===== config.mk =====
export PLATFORM = sky130hd
export DESIGN_NAME = vc_ring_router_buf
export DESIGN_NICKNAME = d
export VERILOG_FILES = /design/src/rtl/vc_ring_router_buf.sv
export SDC_FILE = /design/constraint.sdc
export NUM_CORES = 1
export LEC_CHECK = 0
export ABC_AREA = 1
export CAP_MARGIN = 20
export CORE_MARGIN = 5
export CORE_UTILIZATION = 30
export DETAILED_ROUTE_END_ITERATION = 12
export PLACE_DENSITY = 0.47
export RECOVER_POWER = 100
export SLEW_MARGIN = 20
export SYNTH_ARGS = -nofsm -noshare
export SYNTH_HDL_FRONTEND = slang
export SYNTH_SLANG_ARGS = --single-unit

===== constraint.sdc =====
create_clock -name clk -period 5.6 [get_ports clk]
set_clock_uncertainty 0.2 [all_clocks]
set_input_delay 1.68 -clock clk [delete_from_list [all_inputs] [get_ports clk]]
set_output_delay 1.68 -clock clk [all_outputs]
set_load 0.01 [all_outputs]

===== src/rtl/vc_ring_router_buf.sv =====
// Multi-VC wormhole input buffer for one ring-NoC node: per-VC FIFO, route FSM, RR eject/down arbiters.
// Optional VC_DATELINE_EN: at DATELINE_NODE, forwarded VC0 flits leave on VC1 to break the ring cycle.
module vc_ring_router_buf #(
  parameter int FLIT_W        = 48,
  parameter int NODE_W        = 2,
  parameter int NUM_VC        = 2,
  parameter int DEPTH         = 4,
  parameter int DATELINE_NODE = 0,
  localparam int VC_W         = (NUM_VC > 1) ? $clog2(NUM_VC) : 1
) (
  input  logic              clk,
  input  logic              rst,
  input  logic [NODE_W-1:0] current_node,
  input  logic              sel,
  input  logic              ni_valid,
  input  logic [VC_W-1:0]   ni_vc,
  input  logic [FLIT_W-1:0] ni_flit,
  input  logic              up_valid,
  input  logic [VC_W-1:0]   up_vc,
  input  logic [FLIT_W-1:0] up_flit,
  output logic [NUM_VC-1:0] vc_full,
  input  logic [NUM_VC-1:0] down_pause,
  output logic              down_valid,
  output logic [VC_W-1:0]   down_vc,
  output logic [FLIT_W-1:0] down_flit,
  input  logic              ni_ready,
  output logic              eject_valid,
  output logic [VC_W-1:0]   eject_vc,
  output logic [FLIT_W-1:0] eject_flit,
  output logic              err
);
  localparam int PTR_W = $clog2(DEPTH);
  localparam int CNT_W = PTR_W + 1;

  typedef enum logic [1:0] {R_IDLE, R_EJECT, R_FWD} route_t;

  logic [FLIT_W-1:0] mem [NUM_VC][DEPTH];
  logic [PTR_W-1:0]  wr_ptr [NUM_VC];
  logic [PTR_W-1:0]  rd_ptr [NUM_VC];
  logic [CNT_W-1:0]  count  [NUM_VC];
  logic [CNT_W-1:0]  count_d [NUM_VC];
  logic [FLIT_W-1:0] head_flit [NUM_VC];
  route_t            route_q [NUM_VC];
  route_t            route_d [NUM_VC];
  route_t            route_eff [NUM_VC];
  logic [NUM_VC-1:0] wr_ok, pop, stray, ej_req, dn_req;
  logic              wr_drop;
  logic [VC_W-1:0]   ej_rr, dn_rr, ej_gnt, dn_gnt;
  logic              ej_vld, dn_vld;

  logic              wr_en;
  logic [VC_W-1:0]   wr_vc;
  logic [FLIT_W-1:0] wr_flit;

  assign wr_en   = sel ? ni_valid : up_valid;
  assign wr_vc   = sel ? ni_vc    : up_vc;
  assign wr_flit = sel ? ni_flit  : up_flit;

  function automatic logic is_head(input logic [FLIT_W-1:0] f);
    return f[FLIT_W-1 -: 6] == 6'b101111;
  endfunction

  function automatic logic is_tail(input logic [FLIT_W-1:0] f);
    return f[FLIT_W-1 -: 8] == 8'hFF;
  endfunction

  // VC a flit from source VC v leaves on; also selects which pause bit gates it.
  function automatic logic [VC_W-1:0] map_vc(input logic [VC_W-1:0] v);
`ifdef VC_DATELINE_EN
    if (current_node == NODE_W'(DATELINE_NODE) && v == '0) return VC_W'(1);
`endif
    return v;
  endfunction

  // Returns {valid, index} of the first requester at or after ptr.
  function automatic logic [VC_W:0] rr_pick(input logic [NUM_VC-1:0] req, input logic [VC_W-1:0] ptr);
    logic [VC_W:0] r;
    r = '0;
    for (int i = 0; i < NUM_VC; i++) begin
      int idx;
      idx = (int'(ptr) + i) % NUM_VC;
      if (!r[VC_W] && req[idx]) r = {1'b1, VC_W'(idx)};
    end
    return r;
  endfunction

  function automatic logic [VC_W-1:0] next_vc(input logic [VC_W-1:0] g);
    return (g == VC_W'(NUM_VC - 1)) ? '0 : g + VC_W'(1);
  endfunction

  // NOTE: every always_comb output gets a default first so no path leaves it unassigned (no latches).
  always_comb begin
    ej_req  = '0;
    dn_req  = '0;
    stray   = '0;
    wr_ok   = '0;
    wr_drop = 1'b0;
    for (int v = 0; v < NUM_VC; v++) begin
      head_flit[v] = mem[v][rd_ptr[v]];
      route_eff[v] = route_q[v];
      // An idle VC routes its HEAD in the same cycle it is seen, saving one edge of latency.
      if (route_q[v] == R_IDLE && count[v] != '0) begin
        if (is_head(head_flit[v]))
          route_eff[v] = (head_flit[v][FLIT_W-7 -: NODE_W] == current_node) ? R_EJECT : R_FWD;
        else
          stray[v] = 1'b1;
      end
      ej_req[v] = ni_ready && count[v] != '0 && route_eff[v] == R_EJECT;
      dn_req[v] = count[v] != '0 && route_eff[v] == R_FWD && !down_pause[map_vc(VC_W'(v))];
      if (wr_en && wr_vc == VC_W'(v)) begin
        wr_ok[v] = count[v] != CNT_W'(DEPTH);
        wr_drop  = count[v] == CNT_W'(DEPTH);
      end
    end
    {ej_vld, ej_gnt} = rr_pick(ej_req, ej_rr);
    {dn_vld, dn_gnt} = rr_pick(dn_req, dn_rr);
    for (int v = 0; v < NUM_VC; v++) begin
      pop[v] = stray[v] || (ej_vld && ej_gnt == VC_W'(v)) || (dn_vld && dn_gnt == VC_W'(v));
      route_d[v] = (pop[v] && is_tail(head_flit[v])) ? R_IDLE : route_eff[v];
      count_d[v] = count[v] + CNT_W'(wr_ok[v]) - CNT_W'(pop[v]);
    end
  end

  // NOTE: flit storage has no reset; emptiness is tracked by the reset pointers and counts.
  always_ff @(posedge clk) begin
    for (int v = 0; v < NUM_VC; v++)
      if (wr_ok[v]) mem[v][wr_ptr[v]] <= wr_flit;
  end

  // NOTE: all sequential state uses non-blocking assignment so every flop samples pre-edge values.
  always_ff @(posedge clk) begin
    if (rst) begin
      for (int v = 0; v < NUM_VC; v++) begin
        wr_ptr[v]  <= '0;
        rd_ptr[v]  <= '0;
        count[v]   <= '0;
        route_q[v] <= R_IDLE;
      end
      vc_full     <= '0;
      ej_rr       <= '0;
      dn_rr       <= '0;
      eject_valid <= 1'b0;
      eject_vc    <= '0;
      eject_flit  <= '0;
      down_valid  <= 1'b0;
      down_vc     <= '0;
      down_flit   <= '0;
      err         <= 1'b0;
    end else begin
      for (int v = 0; v < NUM_VC; v++) begin
        if (wr_ok[v]) wr_ptr[v] <= wr_ptr[v] + PTR_W'(1);
        if (pop[v])   rd_ptr[v] <= rd_ptr[v] + PTR_W'(1);
        count[v]   <= count_d[v];
        route_q[v] <= route_d[v];
        vc_full[v] <= count_d[v] == CNT_W'(DEPTH);
      end
      err         <= err | wr_drop | (|stray);
      eject_valid <= ej_vld;
      if (ej_vld) begin
        eject_vc   <= ej_gnt;
        eject_flit <= head_flit[ej_gnt];
        ej_rr      <= next_vc(ej_gnt);
      end
      down_valid <= dn_vld;
      if (dn_vld) begin
        down_vc   <= map_vc(dn_gnt);
        down_flit <= head_flit[dn_gnt];
        dn_rr     <= next_vc(dn_gnt);
      end
    end
  end
endmodule


==> run metrics <==
status=complete, but fails checks; violated checks=capacitance limit, slew limit; # hold bufs at CTS=0; detailed-routed wire length on met2=27900 um; Max H-tree Level=2; wire length of the first global-routing pass=90000 um; routed length per instance=~20 um; standby leakage power=~9.7 nW; Longest Clk Path Bufs=3; number of port buffers=between 200 and 250; flip-flop and latch count after synthesis=slightly above 500; DR vias=~14000; residual DRC count=0; Final HPWL DP=35400 um; EDFF count, synth=a little under 400; pin count of the biggest net entering global routing=between 70 and 80; endpoint type of the worst setup path=register; root cell of the clock tree=clkbuf_16; initial antenna violation count=0; routed via count divided by cell count=between 4 and 5; number of nets produced by synthesis=1999; portion of the post-synthesis area used by sequential elements=between 60% and 70%; fill cell count=a little under 7000; number of nets with antenna violations after routing=0; Final setup viols=0; Net count, final=around 2200; sum of negative setup slack=0 ns; internal power of the cells=0.00750 W; maximum resistive drop on vdd=0.231 mV; overall routing resource usage=15.6%; class of the most critical hold timing path=reg2reg; clock network power share=33.4%; number of sinks handled by clock tree synthesis=about 510; effective utilization at floorplan=between 30% and 40%; synth top area cells=edfxtp_1, nand2_1, dfxtp_1; Data required, critical path=~5.6 ns; dominant register cell in the synthesized netlist=edfxtp_1; Resized cells post-CTS=0; net switching power of the design=between 0.003 and 0.004 W; portion of synthesized cell area occupied by the leading cell type=a little under three fifths; die extent in y=about 280 um; Worst Path Arrival=around 5 ns; category of the worst setup path launch point=input port; final global-route overflow total=0; distinct cell type count of the synthesized netlist=46; post-synth design cell area=between 20000 and 25000 um^2; switching power as a share of total power=around 32%; number of global-route vias before repair=about 14000; top cell type by total area after synthesis=edfxtp_1; Synth async-reset ratio=0%; proportion of power drawn by combinational gates=between 20 and 30%; die width=around 280 um; average cell area after synthesis=roughly 11 um^2; layout cells sized above 1=under 10%; Rel. slew slack=-113%; most numerous cell in the Yosys netlist=nand2_1; top layer reached by signal wires=met4; slew of the pin with the lowest slew margin=3.20 ns; routed length on met1=between 20000 and 30000 um; post-route clock period utilization=a little under 90%; postcts setup bufs=0; count of max-cap constraint violations=13; setup repair after global routing missed its margin=no; wire length after detailed routing=roughly 60000 um; die outline area=between 70000 and 80000 um^2; sequential fraction of design power=39.8%; area of the core=about 70000 um^2; power density over the cells=around 430 nW/um^2; final standard cell utilization of the core=a little under two fifths; final-report max-slew violation count=482; Syn Inst Count=~1900; TritonCTS clock tree=yes; drt first pass iters=5; critical path class=in2reg; Area Overhead vs Synth=23.0%; Synthesis Warnings=0; clock transition at the register clock pins on the worst setup and hold paths after CTS=~0.050 ns; later-pin clock latency in the skew report=~0.60 ns; number of buffers added by the clock tree synthesis step=between 50 and 60; placer's final routability congestion estimate=0.788; boundary pin count=between 200 and 250; minimum period implied by the final worst setup slack=4.91 ns; Commonest cells post-synth=nand2_1, edfxtp_1, dfxtp_1, nand3_1, inv_1; met3 layer wire length in the routed design=about 3300 um; num rows=97; maximum fanout along the worst path=29; number of design-rule violations left by the first detailed-router iteration=roughly 970; Hold Violations, Final=0; Achievable Freq=204 MHz
## power by group through the flow
stage               clock network (W)  logic (W)  registers (W)
floorplan                           0    0.00212        0.00448
global placement                    0    0.00301        0.00447
detailed placement                  0    0.00305        0.00448
CTS                           0.00381    0.00307        0.00440
global route                  0.00397    0.00334        0.00443
finish                        0.00369    0.00297        0.00441
## layer usage
layer  up-vias  GRT usage [%]
met5         -              0
met4         0           3.50
met3        75           3.05
met2       364           25.6
met1      7077           21.6
li1       6918              -
## final cells by class
type                            count  area (um^2)  area share, %
Clock inverter                     28          285           1.10
Sequential cell                   507        14100           54.3
Inverter                          115          444           1.71
Tap cell                          940         1180           4.54
Clock buffer                       80         1580           6.10
Multi-Input combinational cell   1146         6000           23.1
Timing Repair Buffer              246         2370           9.14
Antenna cell                        1         2.50        0.00965
## worst max-delay path: stages
cell	delay [ns]
dlygate4sd3_1	0.53
inv_1	0.05
nand2_1	0.03
o21ai_0	0.14
nand2_1	0.12
nor2_1	0.21
inv_1	0.21
nor2_4	0.12
clkbuf_1	1.75
## stage by stage
| stage | std cells | cell area (um^2) | total power (W) | worst slack [ns] | hold slack (ns) |
|---|---|---|---|---|---|
| 2_1_floorplan | 1877 | 21100 | 0.00660 | 0.564 | 0.257 |
| 3_3_place_gp | 2954 | 24200 | 0.00749 | 0.694 | 0.240 |
| 3_5_place_dp | 2954 | 24200 | 0.00753 | 0.622 | 0.239 |
| 4_1_cts | 3062 | 26100 | 0.0113 | 1.26 | 0.255 |
| 5_1_grt | 3062 | 25900 | 0.0117 | 0.441 | 0.261 |
| 6_report | 3063 | 25900 | 0.0111 | 0.691 | 0.249 |
## path summary, 6_finish.rpt
path                              startpoint           end  slack, ns  cells past startpoint
worst max-delay path                   ni_vc    mem[0][12]       0.69                      9
worst max register to register  rd_ptr[0][0]  rd_ptr[0][3]       1.21                     13
worst min register to register  down_flit[8]  down_flit[8]       0.25                      2
worst min-delay path            down_flit[8]  down_flit[8]       0.25                      2
## state kept, by name (all words and copies together), names as in the netlist
signal / flops
count: 6
ej_rr: 1
eject_valid: 1
rd_ptr: 4
eject_flit: 48
vc_full: 2
down_flit: 48
mem: 384
err: 1
down_valid: 1
route_q: 4
eject_vc: 1
down_vc: 1
wr_ptr: 4
dn_rr: 1
## logic make-up (layout without fill, tap and decap cells)
group                      Yosys count  in the layout  synth area share [%]
other                                0              1                     0
and+or+nand+nor                    826            826                  16.4
xor gates and xnor gates             6              6                 0.249
adders and majority gates           14             14                 0.902
DFF                                507            507                  66.8
muxes                               49             49                  2.62
AOI/OAI and AO/OA                  251            251                  8.20
buffers and inverters              224            469                  4.90
## cells in the final DEF, fill, tap and decap left out, drive strengths merged, types with 22 or more instances in the layout
cell type and n:
nor2 46, a32o 80, edfxtp 392, mux2 49, inv 116, nand3 130
clkdlybuf4s50 104, nand2 641, dlygate4sd3 105, buf 22, a21oi 92, dfxtp 115
o21ai 62, clkbuf 95
Power figures use the tool's default switching activity.
==> RTL edit: new RTL, same flow settings <==
Set the parameter `NUM_VC` to 4 (it was 2).
--- a/src/rtl/vc_ring_router_buf.sv
+++ b/src/rtl/vc_ring_router_buf.sv
@@ -3,7 +3,7 @@
 module vc_ring_router_buf #(
   parameter int FLIT_W        = 48,
   parameter int NODE_W        = 2,
-  parameter int NUM_VC        = 2,
+  parameter int NUM_VC        = 4,
   parameter int DEPTH         = 4,
   parameter int DATELINE_NODE = 0,
   localparam int VC_W         = (NUM_VC > 1) ? $clog2(NUM_VC) : 1
Interface: changed (6 resized); port bits go from 211 to 219. The function was not compared with the original's and may differ.
==> RTL edit against the original RTL <==
The flow still finishes with violations (max-capacitance violations, max-slew violations). Clock power rose by 87%. Sequential share of layout area about the same. Synthesized area rose by 92%. First-iteration DRC count rose to 2.6 times the old value. Wire length is 120% higher. Sequential cell count up 408. Sequential power grew 89%. Worst setup slack got worse by 0.57 ns. Register-to-register slack worse by 0.94 ns. Design area up 86%. Total power up 140%. Non-clock buffer count grew 103.
==> RTL edit: results (changes against the original RTL) <==
Detailed placement HPWL - 79.7 mm (was 35.4 mm)
Syn nets - 4055 (was 1999)
DRT iter0 DRCs - 2480 (was 968)
Slowest cell on crit path - buf_2 (was clkbuf_1)
Area of the multi-input gates - 12000 µm² (was 6000 µm²)
Pre-CTS setup slack - -0.379 ns (was 0.622 ns)
CP max FO - 48 (was 29)
Non-clk buf share - 0.0645 (was 0.0914)
Crit. Startpoint - current_node[1] (was ni_vc)
Synth cell count leaders - edfxtp_1, nand2_1, nor2_1, nand3_1, inv_1 (was nand2_1, edfxtp_1, dfxtp_1, nand3_1, inv_1)
GR Util met1 - 0.245 (was 0.216)
Total core area - 135000 µm² (was 69900 µm²)
Top cells by area, synth - edfxtp_1, dfxtp_1, nand2_1 (was edfxtp_1, nand2_1, dfxtp_1)
FF-to-FF setup slack - 0.27 ns (was 1.21 ns)
Sequential cell area share - 0.542 (was 0.543)
Vias - 29624 (was 14434)
Final Core Density - 0.358 (was 0.371)
Worst Hold End - eject_vc[0] (was down_flit[8])
Share of post-route cells with drive strength above 1 - 0.0822 (was 0.0829)
Clock latency on the worst-skew pair - 0.70 ns (was 0.60 ns)
Vias in the first global route - 28518 (was 14255)
Placed Cells - 5779 (was 2954)
Max-Cap Viols - 14 (was 13)
Final Hold Slack - 0.267 ns (was 0.249 ns)
Worst flop-to-flop path startpoint - rd_ptr[2][1] (was rd_ptr[0][0])
Syn avg cell area - 10.4 µm² (was 11.2 µm²)
Antenna diode count - 3 (was 1)
GP Congestion - 0.815 (was 0.788)
All-Layer GR Usage - 0.179 (was 0.156)
Initial antenna violation count - 3 (was 0)
Max-slew violation count - 409 (was 482)
Status - complete, but fails checks (unchanged)
Comb_multi_in - 2415 (was 1146)
Leak - 0.0185 µW (was 0.00972 µW)
Count of different cell masters after synthesis - 49 (was 46)
Largest net degree at the start of global routing - 98 (was 72)
Met2 wire len - 59.9 mm (was 27.9 mm)
Reg2reg end - eject_flit[24] (was rd_ptr[0][3])
NumNets Final - 4253 (was 2195)
GR Util met2 - 0.291 (was 0.256)
CTS H-tree lvls - 3 (was 2)
F_max - 183 MHz (was 204 MHz)
Violated checks - max-capacitance violations, max-slew violations (unchanged)
Clock buf/inv share - 0.0727 (was 0.0720)
Post-synth EDFFs - 784 (was 392)
Inverter count - 320 (was 115)
Seq_cells - 915 (was 507)
Maximum vdd ir drop - 0.000541 V (was 0.000231 V)
Critical path arrival - 5.93 ns (was 4.87 ns)
Placed inst area - 45000 µm² (was 24200 µm²)
Crit path max-delay family - simple AND/OR/NAND/NOR gates (was buffers and inverters)
First-pass GRT wire length - 191 mm (was 90.0 mm)
Worst path max stage delay - 1.22 ns (was 1.75 ns)
Sequential share of the synthesized area - 0.645 (was 0.668)
Via/cell ratio - 4.95 (was 4.71)
TritonCTS buffer count - 104 (was 57)
Slew @ Worst Pin - 2.62 ns (was 3.20 ns)
RTL edit: cell types whose count changed after synthesis, moves of 102 or more:
cell,change
edfxtp_1,+392
o22ai_1,+102
inv_1,+205
nor2_1,+489
o21ai_0,+221
nand3_1,+353
RTL edit: power breakdown:
part           internal [µW]  switching, µW
Combinational           3360           7750
Sequential              8000            350
Clock                   4070           2830
RTL edit: cell families (layout without fill, tap and decap cells):
logic type | count (synthesis) | count (layout) | synth area share
AO/OA/AOI/OAI | 498 | 498 | 0.0736
XOR/XNOR | 9 | 9 | 0.00194
adder cells (fa/ha/maj) | 36 | 36 | 0.0118
buffers and inverters | 577 | 865 | 0.0619
flip-flops | 915 | 915 | 0.645
multiplexers | 49 | 49 | 0.0136
other | 0 | 3 | 0
AND/OR/NAND/NOR | 1823 | 1823 | 0.192
RTL edit: tightest hold or removal path: stages (launching register included):
cell and delay [ns]:
dfxtp_1 0.31, nand2_1 0.06, a21oi_1 0.05
